===== config.mk =====
export PLATFORM = sky130hd
export DESIGN_NAME = barrel_shifter_pipe_flat
export DESIGN_NICKNAME = d
export VERILOG_FILES = /design/src/rtl/barrel_shifter_pipe_if.sv /design/src/rtl/barrel_shifter_pipe.sv /design/src/flat_wrapper.sv
export SDC_FILE = /design/constraint.sdc
export NUM_CORES = 1
export LEC_CHECK = 0
export BUFFER_PORTS_ARGS = -buffer_cell sky130_fd_sc_hd__buf_4
export CAP_MARGIN = 20
export CORE_MARGIN = 4
export CORE_UTILIZATION = 60
export DETAILED_ROUTE_END_ITERATION = 8
export PLACE_DENSITY_LB_ADDON = 0.08
export SLEW_MARGIN = 5
export SYNTH_ARGS = -nofsm -noshare
export SYNTH_HDL_FRONTEND = slang
export SYNTH_SLANG_ARGS = --single-unit

===== constraint.sdc =====
create_clock -name clk -period 3.7 [get_ports clk]
set_input_delay 0.37 -clock clk [delete_from_list [all_inputs] [get_ports clk]]
set_output_delay 0.37 -clock clk [all_outputs]
set_load 0.1 [all_outputs]

===== src/rtl/barrel_shifter_pipe_if.sv =====
// barrel_shifter_pipe_if
//   Operand/result bundle for barrel_shifter_pipe.
//   master: the side that supplies operands and consumes results.
//   slave : the shifter itself.
//   Signals:
//     in_valid/in_ready   - operand handshake
//     data, shamt, dir, arith - operand (shamt is SHW+1 bits)
//     out_valid/out_ready - result handshake
//     shifted_data        - result
//     sticky              - OR of bits shifted out to the right
//                           (only when BARREL_SHIFTER_STICKY_EN is defined)
interface barrel_shifter_pipe_if #(
  parameter int BITS = 32
);
  localparam int SHW = $clog2(BITS);

  logic            in_valid;
  logic            in_ready;
  logic [BITS-1:0] data;
  logic [SHW:0]    shamt;
  logic            dir;
  logic            arith;
  logic            out_valid;
  logic            out_ready;
  logic [BITS-1:0] shifted_data;
`ifdef BARREL_SHIFTER_STICKY_EN
  logic            sticky;

  modport master (
    output in_valid, data, shamt, dir, arith, out_ready,
    input  in_ready, out_valid, shifted_data, sticky
  );
  modport slave (
    input  in_valid, data, shamt, dir, arith, out_ready,
    output in_ready, out_valid, shifted_data, sticky
  );
`else
  modport master (
    output in_valid, data, shamt, dir, arith, out_ready,
    input  in_ready, out_valid, shifted_data
  );
  modport slave (
    input  in_valid, data, shamt, dir, arith, out_ready,
    output in_ready, out_valid, shifted_data
  );
`endif
endinterface


===== src/rtl/barrel_shifter_pipe.sv =====
// barrel_shifter_pipe
//   Pipelined logarithmic barrel shifter. SHW = $clog2(BITS) stages, stage k
//   shifts by 2^k when shamt[k] is set, each stage registered. Latency is SHW
//   cycles; one result per cycle when out_ready stays high. The whole pipe
//   advances only when the output register is empty or being taken.
//   Parameters:
//     BITS - data width, power of two 8..64
//   Ports:
//     clk - rising-edge clock
//     rst - synchronous active-high reset
//     bus - barrel_shifter_pipe_if.slave (operand/result handshakes)
//   Optional feature:
//     BARREL_SHIFTER_STICKY_EN - adds the sticky output and its registers.
module barrel_shifter_pipe #(
  parameter int BITS = 32
) (
  input  logic                        clk,
  input  logic                        rst,
  barrel_shifter_pipe_if.slave        bus
);
  localparam int SHW = $clog2(BITS);
  localparam logic [BITS-1:0] ONES = '1;

  typedef struct packed {
    logic            valid;
    logic            dir;
    logic            arith;
    logic [SHW-1:0]  amt;
`ifdef BARREL_SHIFTER_STICKY_EN
    logic            sticky;
`endif
    logic [BITS-1:0] data;
  } stage_t;

  stage_t stg_q [SHW];
  stage_t src   [SHW];
  stage_t stg_d [SHW];
  logic   advance;

  assign advance          = !stg_q[SHW-1].valid | bus.out_ready;
  assign bus.in_ready     = advance;
  assign bus.out_valid    = stg_q[SHW-1].valid;
  assign bus.shifted_data = stg_q[SHW-1].data;
`ifdef BARREL_SHIFTER_STICKY_EN
  assign bus.sticky       = stg_q[SHW-1].sticky;
`endif

  always_comb begin
    // Stage 0 input. A shamt >= BITS is resolved here into the fill pattern
    // with the remaining amount cleared, so later stages simply pass it on.
    src[0]       = '0;
    src[0].valid = bus.in_valid & advance;
    src[0].dir   = bus.dir;
    src[0].arith = bus.arith;
    src[0].amt   = bus.shamt[SHW-1:0];
    src[0].data  = bus.data;
    if (bus.shamt[SHW]) begin
      src[0].amt  = '0;
      src[0].data = (bus.dir & bus.arith & bus.data[BITS-1]) ? ONES : '0;
`ifdef BARREL_SHIFTER_STICKY_EN
      src[0].sticky = bus.dir & (|bus.data);
`endif
    end
    for (int unsigned k = 1; k < SHW; k++) begin
      src[k] = stg_q[k-1];
    end

    // An arithmetic right shift keeps the original sign in the MSB after
    // every stage, so each stage can take its fill bit from its own input.
    for (int unsigned k = 0; k < SHW; k++) begin
      stg_d[k] = src[k];
      if (src[k].amt[k]) begin
        if (src[k].dir) begin
          stg_d[k].data = (src[k].data >> (1 << k)) |
                          ({BITS{src[k].arith & src[k].data[BITS-1]}} &
                           ~(ONES >> (1 << k)));
`ifdef BARREL_SHIFTER_STICKY_EN
          stg_d[k].sticky = src[k].sticky |
                            (|(src[k].data & ~(ONES << (1 << k))));
`endif
        end else begin
          stg_d[k].data = src[k].data << (1 << k);
        end
      end
    end
  end

  always_ff @(posedge clk) begin
    if (rst) begin
      for (int unsigned k = 0; k < SHW; k++) begin
        stg_q[k] <= '0;
      end
    end else if (advance) begin
      for (int unsigned k = 0; k < SHW; k++) begin
        stg_q[k] <= stg_d[k];
      end
    end
  end
endmodule

===== src/flat_wrapper.sv =====
// flat-port wrapper written by rule: the top's interface ports become plain ports
module barrel_shifter_pipe_flat 
#(
  parameter int BITS = 32
)
  (clk, rst, bus_in_valid, bus_data, bus_shamt, bus_dir, bus_arith, bus_out_ready, bus_in_ready, bus_out_valid, bus_shifted_data);
  barrel_shifter_pipe_if #(.BITS(BITS)) bus_i ();
  input  logic clk;
  input  logic rst;
  input wire logic [$bits(bus_i.in_valid)-1:0] bus_in_valid;
  input wire logic [$bits(bus_i.data)-1:0] bus_data;
  input wire logic [$bits(bus_i.shamt)-1:0] bus_shamt;
  input wire logic [$bits(bus_i.dir)-1:0] bus_dir;
  input wire logic [$bits(bus_i.arith)-1:0] bus_arith;
  input wire logic [$bits(bus_i.out_ready)-1:0] bus_out_ready;
  output wire logic [$bits(bus_i.in_ready)-1:0] bus_in_ready;
  output wire logic [$bits(bus_i.out_valid)-1:0] bus_out_valid;
  output wire logic [$bits(bus_i.shifted_data)-1:0] bus_shifted_data;
  assign bus_i.in_valid = bus_in_valid;
  assign bus_i.data = bus_data;
  assign bus_i.shamt = bus_shamt;
  assign bus_i.dir = bus_dir;
  assign bus_i.arith = bus_arith;
  assign bus_i.out_ready = bus_out_ready;
  assign bus_in_ready = bus_i.in_ready;
  assign bus_out_valid = bus_i.out_valid;
  assign bus_shifted_data = bus_i.shifted_data;
  barrel_shifter_pipe #(.BITS(BITS)) u_core (.clk(clk), .rst(rst), .bus(bus_i));
endmodule

==> results of run 1 <==
-- final cells by class --
cell class / count / area [µm²] / area share [%]
clock buffer: 17 / 425.4 / 3.945
timing repair buffer: 92 / 715.7 / 6.637
sequential: 183 / 5495 / 50.96
multi-input combinational: 503 / 3722 / 34.52
clock inverter: 15 / 153.9 / 1.427
tap: 216 / 270.3 / 2.506
-- synth_stat cells (2+ instances only) --
cell type	instances
edfxtp_1	183
nor2_1	95
mux2i_1	94
a211oi_1	69
nor2b_1	49
buf_2	35
a21oi_1	33
o21bai_1	26
a221oi_2	25
o221a_2	25
and2_1	20
buf_6	18
nand3_1	17
buf_4	11
clkbuf_1	11
nand2b_1	10
nand2_1	9
a31oi_1	7
nor3b_1	5
a21bo_2	4
a2bb2oi_1	2
a32oi_1	2
clkbuf_2	2
nand3b_1	2
-- logic make-up (layout without fill, tap and decap cells) --
kind of cell    count (synthesis)  in the layout
simple gates                  213            213
flops                         183            183
mux                            94             94
buf+inv                        77            124
compound gates                196            196
-- cell usage in the layout (no fill, tap or decap), types with 2 or more instances in the layout --
master / synthesis / final
a211oi_1: 69 / 69
a21bo_2: 4 / 4
a21oi_1: 33 / 33
a221oi_2: 25 / 25
a2bb2oi_1: 2 / 2
a31oi_1: 7 / 7
a32oi_1: 2 / 2
and2_1: 20 / 20
buf_12: 0 / 2
buf_4: 11 / 90
bufinv_16: 0 / 2
clkbuf_16: 0 / 17
clkinv_1: 0 / 2
clkinv_2: 0 / 2
clkinv_4: 0 / 5
clkinvlp_4: 0 / 2
edfxtp_1: 183 / 183
inv_6: 0 / 2
mux2i_1: 94 / 94
nand2_1: 9 / 9
nand2b_1: 10 / 10
nand2b_4: 1 / 2
nand3_1: 17 / 17
nand3b_1: 2 / 2
nor2_1: 95 / 95
nor2b_1: 49 / 48
nor3b_1: 5 / 5
o21bai_1: 26 / 26
o221a_2: 25 / 25
-- metal layers --
metal | wire, µm | part of all wire [%] | vias to the layer above | global-route usage [%]
li1 | - | - | 3006 | -
met1 | 6774 | 39 | 2807 | 21.61
met2 | 9198 | 53 | 158 | 35.87
met3 | 733 | 4.2 | 42 | 4.309
met4 | 563 | 3.3 | 0 | 10.08
met5 | 0 | 0 | - | 0
-- power breakdown --
| group | internal (mW) | switching, mW | total [mW] |
|---|---|---|---|
| Combinational | 0.204 | 0.312 | 0.517 |
| Sequential | 2.39 | 0.0925 | 2.48 |
| Clock | 0.994 | 0.738 | 1.73 |
-- worst max path at each step --
stage | end | from
final | u_core.stg_q[0][179] | u_core.stg_q[0][156]
after detailed placement | u_core.stg_q[0][182] | u_core.stg_q[0][156]
after global routing | u_core.stg_q[0][182] | u_core.stg_q[0][156]
after floorplan | u_core.stg_q[0][0] | u_core.stg_q[0][199]
after global placement | u_core.stg_q[0][189] | u_core.stg_q[0][156]
after CTS | u_core.stg_q[0][182] | u_core.stg_q[0][156]
-- through the flow --
step	util, %	power (mW)	hold WS, ps	setup slack, ps	std cells
finish	67.88	4.733	221.5	1347	1026
global route	67.88	4.914	216.3	1159	1026
CTS	67.88	4.760	214.4	1423	1026
detailed placement	64.23	3.044	509.0	1431	994
global placement	64.23	3.025	500.3	1525	994
floorplan	-	2.917	496.7	582.6	763
==> results by group, run 1 <==
Layout
  • Nets: approximately 840
  • Regs by FF count: u_core.stg_q x183
  • Share of layout cells above drive strength 1: roughly 23%
  • N_diodes: 0
  • Number of flip-flops in the largest register: 183
  • Biggest register: u_core.stg_q
  • Fillcell total: 1168
  • Final Cell Area: roughly 11000 µm²
  • Area growth from synthesis to layout: 10.94%

Worst setup path
  • Stages on worst setup path: 2
  • R2r endpoint: u_core.stg_q[0][179]
  • Number of buffer and inverter stages on the critical path: 0
  • CP top delay family: flip-flops
  • FF-to-FF setup slack: 1350 ps
  • CP Capture Type: flop
  • Crit start category: flop
  • CP max-delay cell: edfxtp_1
  • Worst R2R Path Depth: 2
  • Slowest Stage Delay on Critical Path: 1050 ps
  • Worst Path Arrival: between 2000 and 3000 ps
  • Reg2reg start: u_core.stg_q[0][156]
  • CP Class: reg2reg
  • Worst EP required: about 3900 ps
  • Cells along the critical path: nand2_1 -> o221a_2
  • Crit Path Max Fanout: 37

Floorplanning
  • Die Height: 135.3 µm
  • Chip Width: approximately 140 µm
  • CORE AREA: approximately 16000 µm²
  • Core Rows: 46
  • Initial Util: roughly three fifths
  • Die area: 18300 µm²
  • I/O pins: 78

STA
  • Max_slew headroom: between 20 and 30%
  • Slew at the pin with the worst max-slew slack: 1073 ps
  • Slew Limit Fails: 0
  • Final Skew: 15.72 ps
  • Setup TNS: 0 ps
  • Final Hold Viols: 0
  • Period minus WS final: 2353 ps
  • Fmax: ~0.43 GHz
  • Final period util: 63.59%
  • RSZ-0062 raised after global routing: no
  • Finish-stage setup viols: 0

Clock tree
  • CTS tree: built
  • Clock-pin slew on the worst setup and hold paths: 70 ps
  • Worst-skew pair later-pin latency: ~430 ps
  • H-tree depth: 4
  • Total clock sinks: 183
  • Setup Buffers After CTS: 0
  • CTS Hold Buffers Added: 0
  • CTS max path bufs: 2
  • CTS resizes: 0
  • CTS root buf: clkbuf_16
  • Num CTS Buffers: 17

Synth
  • Post-synth EDFFs: 183
  • Post-synthesis adder-cell area fraction: 0%
  • Area leader, netlist: edfxtp_1
  • Sequential area share after synthesis: 56.54%
  • Ys flop type: edfxtp_1
  • Post-synthesis register bit count: 183
  • Top cell type's share of synthesized area: between 50% and 60%
  • Largest family of logic cells by synthesized area: compound AO/OA/AOI/OAI gates
  • Syn nets: 807
  • Mapped Avg Cell Area: 12.74 µm²
  • Async set or reset register ratio after synthesis: 0%
  • Synth warn: 0
  • Fraction of synthesized cell area in xor and xnor cells: 0%
  • Synth top area cells: edfxtp_1 57%, mux2i_1 9.7%, a211oi_1 5.3%
  • Synth Area in Compound Gates: 17.26%
  • Post-Synth Simple-Gate Area: a little under an eighth
  • Mapped Area: 9719 µm²
  • Cells after synthesis: 763
  • Yosys cell types: 33
  • Multiplexer share of the synthesized area: under 10%

GRT
  • Initial antenna violation count: 0
  • Grt ovf: 0
  • Global-route wire length before repair: 28710 µm
  • Largest net degree at the start of global routing: 100
  • Total track usage: 19.73%
  • Vias in the first global route: 5950

Power and ir drop
  • Pwr dens: 438.9 nW/µm²
  • Worst vdd ir: around 0.35 mV
  • Leak Pwr: 4.053 nW

Placement
  • PortBufs: 77
  • HPWL after detailed placement: 12110 µm
  • Routability Congestion: 0.8858
  • Area after DPL: 10200 µm²

Min path
  • Hold EP: u_core.stg_q[0][39]
  • Hold Path Origin: bus_in_valid
  • Cells on Worst Hold Path: 2
  • Hold Crit Class: in2reg

Route
  • Initial drt markers: about 230
  • Post-Route WL: 17270 µm
  • DR vias: 6013
  • Routed WL per cell: ~17 µm
  • Vias per inst: between 5 and 6
  • DRC violations left: 0
  • Post-DRT Antenna Nets: 0
  • DR pass1 iterations: 5

Run status
  • Status: finished clean

Job
  • Max-cap violation count: 0
Note: power is estimated with default switching activity, not from simulation.
==> run 2: changes to the inputs <==
==> constraint.sdc (replaced) <==
create_clock -name clk -period 2.4 [get_ports clk]
set_input_delay 0.24 -clock clk [delete_from_list [all_inputs] [get_ports clk]]
set_output_delay 0.24 -clock clk [all_outputs]
set_load 0.1 [all_outputs]
==> results by group, run 2 (synthesis gave the netlist of run 1 again) <==
Route
  • Post-DRT Antenna Nets: 0 (unchanged)
  • DRC violations left: 0 (unchanged)
  • Vias per inst: 5.907 (was 5.861)
  • Initial drt markers: 288 (was 231)
  • Routed WL per cell: 17.66 µm (was 16.83 µm)
  • Post-Route WL: 18330 µm (was 17270 µm)
  • DR vias: 6131 (was 6013)
  • DR pass1 iterations: 5 (unchanged)

Power and ir drop
  • Pwr dens: 661.8 nW/µm² (was 438.9 nW/µm²)
  • Clock power share: 35.2% (was 36.6%)
  • Leak Pwr: 4.098 nW (was 4.053 nW)
  • Worst vdd ir: 0.5388 mV (was 0.3529 mV)
  • Internal power: 5.431 mW (was 3.589 mW)
  • NetSw: 1.755 mW (was 1.143 mW)
  • Pwr Total: 7.186 mW (was 4.733 mW)
  • Part of the power in combinational logic: 11.6% (was 10.9%)
  • Switching share of power: 24.42% (was 24.16%)
  • Seq pwr share: 53.2% (was 52.5%)

Layout
  • Biggest register: u_core.stg_q (unchanged)
  • Commonest cells after routing, fill and taps aside: 183 x edfxtp_1, 100 x buf_4, 95 x nor2_1 (was 183 x edfxtp_1, 95 x nor2_1, 94 x mux2i_1)
  • Regs by FF count: u_core.stg_q x183 (unchanged)
  • Area growth from synthesis to layout: 11.71% (was 10.94%)
  • Util after Layout: 68.35% (was 67.88%)
  • Fillcell total: 1177 (was 1168)
  • Multi-input gate area: 3722 µm² (unchanged)
  • Most common cell after layout, fill and taps aside: edfxtp_1 (unchanged)
  • Final Cell Area: 10860 µm² (was 10780 µm²)
  • Nets: 853 (was 841)
  • N_diodes: 0 (unchanged)
  • Register area: 5495 µm² (unchanged)
  • Number of flip-flops in the largest register: 183 (unchanged)
  • Share of layout cells above drive strength 1: 23.24% (was 22.59%)

Worst setup path
  • Reg2reg start: u_core.stg_q[0][115] (was u_core.stg_q[0][156])
  • Crit start category: flop (unchanged)
  • R2r endpoint: u_core.stg_q[0][138] (was u_core.stg_q[0][179])
  • Worst Path Arrival: 2060 ps (was 2530 ps)
  • Number of buffer and inverter stages on the critical path: 1 (was 0)
  • FF-to-FF setup slack: 500 ps (was 1350 ps)
  • CP top delay family: flip-flops (unchanged)
  • Crit Path Max Fanout: 19 (was 37)
  • CP Class: reg2reg (unchanged)
  • Worst EP required: 2560 ps (was 3880 ps)
  • Critical path origin: u_core.stg_q[0][115] (was u_core.stg_q[0][156])
  • Worst R2R Path Depth: 3 (was 2)
  • CP Capture Type: flop (unchanged)
  • Cells along the critical path: buf_4 -> nor2_1 -> a211oi_1 (was nand2_1 -> o221a_2)
  • CP max-delay cell: edfxtp_1 (unchanged)
  • Slowest Stage Delay on Critical Path: 760 ps (was 1050 ps)

Min path
  • Hold Crit Class: in2reg (unchanged)
  • Hold Path Origin: bus_in_valid (unchanged)
  • Cells on Worst Hold Path: 2 (unchanged)
  • Hold EP: u_core.stg_q[0][39] (unchanged)

Clock tree
  • H-tree depth: 4 (unchanged)
  • CTS Hold Buffers Added: 0 (unchanged)
  • Worst-skew pair later-pin latency: 430 ps (about the same)
  • Total clock sinks: 183 (unchanged)
  • Setup Buffers After CTS: 0 (unchanged)
  • Clock-pin slew on the worst setup and hold paths: 70 ps (about the same)
  • CTS root buf: clkbuf_16 (unchanged)
  • Num CTS Buffers: 17 (unchanged)
  • CTS resizes: 0 (unchanged)
  • CTS tree: built (unchanged)
  • CTS max path bufs: 2 (unchanged)

Run status
  • Status: finished clean (unchanged)

Floorplanning
  • Die area: 18300 µm² (unchanged)
  • Die Height: 135.3 µm (unchanged)
  • Core Rows: 46 (unchanged)
  • Chip Width: 135.3 µm (unchanged)
  • I/O pins: 78 (unchanged)
  • Initial Util: 61.18% (unchanged)
  • CORE AREA: 15890 µm² (unchanged)

GRT
  • Total track usage: 20.47% (was 19.73%)
  • Initial antenna violation count: 0 (unchanged)
  • Grt ovf: 0 (unchanged)
  • Largest net degree at the start of global routing: 116 (was 100)
  • Vias in the first global route: 5987 (was 5950)
  • Global-route wire length before repair: 29660 µm (was 28710 µm)

STA
  • Final Skew: 13.50 ps (was 15.72 ps)
  • Final period util: 79.09% (was 63.59%)
  • Slew Limit Fails: 0 (unchanged)
  • RSZ-0062 raised after global routing: no (unchanged)
  • Period minus WS final: 1898 ps (was 2353 ps)
  • Max_slew headroom: 48.59% (was 28.43%)
  • Finish-stage setup viols: 0 (unchanged)
  • Slew at the pin with the worst max-slew slack: 771.1 ps (was 1073 ps)
  • Fmax: 0.5268 GHz (was 0.4250 GHz)
  • Final Hold Viols: 0 (unchanged)

Job
  • Max-cap violation count: 0 (unchanged)

Placement
  • Routability Congestion: 0.9470 (was 0.8858)
  • HPWL after detailed placement: 12980 µm (was 12110 µm)
  • PortBufs: 77 (unchanged)
  • Area after DPL: 10320 µm² (was 10200 µm²)
[run 2: metrics by stage]
| stage | TNS (ps) | hold slack [ps] | instances | worst slack [ps] |
|---|---|---|---|---|
| after floorplan | -131280 | 438.2 | 763 | -717.4 |
| after global placement | 0 | 500.9 | 1006 | 518.8 |
| after detailed placement | 0 | 505.7 | 1006 | 456.3 |
| after CTS | 0 | 88.90 | 1038 | 445.0 |
| after global routing | 0 | 100.7 | 1038 | 360.2 |
| final | 0 | 97.83 | 1038 | 501.9 |
[run 2: cell type report]
| cell class | count | area share [%] |
|---|---|---|
| Clock buffer | 19 | 3.987 |
| Clock inverter | 13 | 0.9795 |
| Multi-Input combinational cell | 503 | 34.28 |
| Sequential cell | 183 | 50.61 |
| Tap cell | 216 | 2.489 |
| Timing Repair Buffer | 104 | 7.652 |
[run 2: worst max path at each step]
stage,endpoint,slack [ps],depth (start not counted)
after floorplan,u_core.stg_q[0][0],-720,2
after global placement,u_core.stg_q[0][138],520,3
after detailed placement,u_core.stg_q[0][138],460,3
after CTS,u_core.stg_q[0][138],450,3
after global routing,u_core.stg_q[0][138],360,3
final,u_core.stg_q[0][138],500,3
[run 2: metal layers]
layer	part of all wire, %	GRT usage, %
met1	39	22.61
met2	54	38.72
met3	4.1	3.975
met4	2.2	7.727
met5	0	0
[run 2: worst reg2reg max path, delay by kind of cell (launching register included)]
kind                   cells  cell delay [ps]
flip-flops                 1              760
AO/OA/AOI/OAI              1              480
AND/OR/NAND/NOR            1               70
buffers and inverters      1              320
[run 2: power by group through the flow]
stage / combinational (mW) / clock (mW) / sequential, mW
floorplan: 0.520 / 0 / 3.98
global placement: 0.802 / 0 / 3.88
detailed placement: 0.828 / 0 / 3.89
CTS: 0.832 / 2.58 / 3.82
global route: 0.898 / 2.73 / 3.83
finish: 0.831 / 2.53 / 3.82
==> run 3: changes to the inputs <==
--- a/config.mk
+++ b/config.mk
@@ -8,7 +8,7 @@
 export BUFFER_PORTS_ARGS = -buffer_cell sky130_fd_sc_hd__buf_4
 export CAP_MARGIN = 20
 export CORE_MARGIN = 4
-export CORE_UTILIZATION = 60
+export CORE_UTILIZATION = 55
 export DETAILED_ROUTE_END_ITERATION = 8
 export PLACE_DENSITY_LB_ADDON = 0.08
 export SLEW_MARGIN = 5
==> constraint.sdc (replaced) <==
create_clock -name clk -period 1.66 [get_ports clk]
set_input_delay 0.166 -clock clk [delete_from_list [all_inputs] [get_ports clk]]
set_output_delay 0.166 -clock clk [all_outputs]
set_load 0.1 [all_outputs]
==> results by group, run 3 (synthesis gave the netlist of run 1 again) <==
Run status
  • Status: finished clean (unchanged)

Layout
  • Util after Layout: 65.76% (was 68.35%)
  • N_diodes: 0 (unchanged)
  • Number of flip-flops in the largest register: 183 (unchanged)
  • Fillcell total: 1270 (was 1177)
  • Most common cell after layout, fill and taps aside: edfxtp_1 (unchanged)
  • Share of layout cells above drive strength 1: 24.22% (was 23.24%)
  • Commonest cells after routing, fill and taps aside: 183 x edfxtp_1, 98 x buf_4, 95 x nor2_1 (was 183 x edfxtp_1, 100 x buf_4, 95 x nor2_1)
  • Final Cell Area: 11370 µm² (was 10860 µm²)
  • Register area: 5495 µm² (unchanged)
  • Biggest register: u_core.stg_q (unchanged)
  • Regs by FF count: u_core.stg_q x183 (unchanged)
  • Multi-input gate area: 3946 µm² (was 3722 µm²)
  • Fin cells: 1055 (was 1038)
  • Area growth from synthesis to layout: 17.02% (was 11.71%)
  • Nets: 861 (was 853)

STA
  • Slew at the pin with the worst max-slew slack: 421.8 ps (was 771.1 ps)
  • Setup ws final: 165.2 ps (was 501.9 ps)
  • Fmax: 0.6690 GHz (was 0.5268 GHz)
  • Final Hold Viols: 0 (unchanged)
  • RSZ-0062 raised after global routing: no (unchanged)
  • Max_slew headroom: 71.78% (was 48.59%)
  • Finish-stage setup viols: 0 (unchanged)
  • Period minus WS final: 1495 ps (was 1898 ps)
  • Setup TNS: 0 ps (unchanged)
  • Final Skew: 13.55 ps (was 13.50 ps)
  • Final period util: 90.05% (was 79.09%)
  • Slew Limit Fails: 0 (unchanged)

GRT
  • Total track usage: 18.94% (was 20.47%)
  • Vias in the first global route: 6221 (was 5987)
  • Initial antenna violation count: 0 (unchanged)
  • Grt ovf: 0 (unchanged)
  • Largest net degree at the start of global routing: 72 (was 116)
  • Global-route wire length before repair: 30310 µm (was 29660 µm)

Power and ir drop
  • Seq pwr share: 49.8% (was 53.2%)
  • Clock power share: 38.5% (was 35.2%)
  • Part of the power in combinational logic: 11.7% (was 11.6%)
  • Leak Pwr: 4.309 nW (was 4.098 nW)
  • Worst vdd ir: 0.7420 mV (was 0.5388 mV)
  • Switching share of power: 23.11% (was 24.42%)
  • Pwr dens: 974.2 nW/µm² (was 661.8 nW/µm²)
  • Internal power: 8.519 mW (was 5.431 mW)
  • NetSw: 2.560 mW (was 1.755 mW)

Clock tree
  • CTS root buf: clkbuf_16 (unchanged)
  • Clock-pin slew on the worst setup and hold paths: 70 ps (about the same)
  • Setup Buffers After CTS: 0 (unchanged)
  • Total clock sinks: 183 (unchanged)
  • CTS tree: built (unchanged)
  • CTS Hold Buffers Added: 0 (unchanged)
  • Worst-skew pair later-pin latency: 420 ps (was 430 ps)
  • CTS max path bufs: 2 (unchanged)
  • H-tree depth: 4 (unchanged)
  • CTS resizes: 0 (unchanged)
  • Num CTS Buffers: 17 (unchanged)

Min path
  • Hold Crit Class: in2reg (unchanged)

Job
  • Max-cap violation count: 0 (unchanged)

Route
  • Vias per inst: 5.869 (was 5.907)
  • Post-Route WL: 18400 µm (was 18330 µm)
  • Initial drt markers: 266 (was 288)
  • DR pass1 iterations: 5 (unchanged)
  • Post-DRT Antenna Nets: 0 (unchanged)
  • DR vias: 6192 (was 6131)
  • Routed WL per cell: 17.44 µm (was 17.66 µm)
  • DRC violations left: 0 (unchanged)

Floorplanning
  • Initial Util: 56.19% (was 61.18%)
  • CORE AREA: 17300 µm² (was 15890 µm²)
  • I/O pins: 78 (unchanged)
  • Core Rows: 48 (was 46)
  • Die area: 19860 µm² (was 18300 µm²)
  • Die Height: 140.9 µm (was 135.3 µm)
  • Chip Width: 140.9 µm (was 135.3 µm)

Placement
  • Area after DPL: 10740 µm² (was 10320 µm²)
  • PortBufs: 77 (unchanged)
  • Post-Place Cells: 1023 (was 1006)
  • Placement Setup Slack: 185.2 ps (was 456.3 ps)
  • HPWL after detailed placement: 13440 µm (was 12980 µm)
  • Routability Congestion: 0.8932 (was 0.9470)

Worst setup path
  • Number of buffer and inverter stages on the critical path: 1 (unchanged)
  • Crit Path Max Fanout: 26 (was 19)
  • Slowest Stage Delay on Critical Path: 460 ps (was 760 ps)
  • Worst EP required: 1830 ps (was 2560 ps)
  • CP top delay family: flip-flops (unchanged)
  • CP max-delay cell: edfxtp_1 (unchanged)
  • Crit start category: flop (unchanged)
  • CP Class: reg2reg (unchanged)
  • Worst Path Arrival: 1660 ps (was 2060 ps)
  • CP Capture Type: flop (unchanged)
  • Cells along the critical path: buf_12 -> and2_1 -> a21oi_1 -> nor2_1 (was buf_4 -> nor2_1 -> a211oi_1)
-- run 3: changes by cell type in the layout (fill, tap and decap cells not counted), moves of 2 or more --
cell | previous run | this run
o221a_2 | 25 | 0
bufinv_16 | 1 | 5
clkinvlp_4 | 4 | 1
buf_4 | 100 | 98
o221a_4 | 0 | 25
buf_12 | 4 | 14
-- run 3: through the flow --
stage	total power [mW]	hold WS, ps
finish	11.08	32.89
global route	11.51	13.48
CTS	11.18	7.341
global placement	6.855	449.2
detailed placement	6.908	466.5
floorplan	6.555	369.7
-- run 3: layout make-up --
cell class              instances  share of cell area [%]
flip-flops and latches        183                   48.32
clock buffers                  18                   3.773
multi-input cells             503                   34.70
repair buffers                112                   8.933
well taps                     225                   2.475
clock inverters                14                   1.804
-- run 3: path summary, 6_finish.rpt --
path | start | end | slack [ps] | cells past startpoint
setup / recovery | u_core.stg_q[0][118] | u_core.stg_q[0][122] | 170 | 4
hold / removal | bus_in_valid | u_core.stg_q[0][39] | 30 | 2
setup reg to reg | u_core.stg_q[0][118] | u_core.stg_q[0][122] | 170 | 4
hold reg to reg | u_core.stg_q[0][36] | u_core.stg_q[0][76] | 520 | 1
-- run 3: power groups by stage --
stage | Combinational, mW | Sequential [mW] | Clock, mW
after floorplan | 0.800 | 5.75 | 0
after global placement | 1.25 | 5.61 | 0
after detailed placement | 1.29 | 5.62 | 0
after CTS | 1.30 | 5.52 | 4.37
after global routing | 1.39 | 5.54 | 4.57
final | 1.29 | 5.52 | 4.27
-- run 3: routing by layer --
layer	vias to the layer above	global-route usage, %	wire, µm
met5	-	0	0
met4	0	8.210	523
met3	32	3.562	662
met2	160	35.41	9972
met1	2961	20.89	7238
li1	3039	-	-
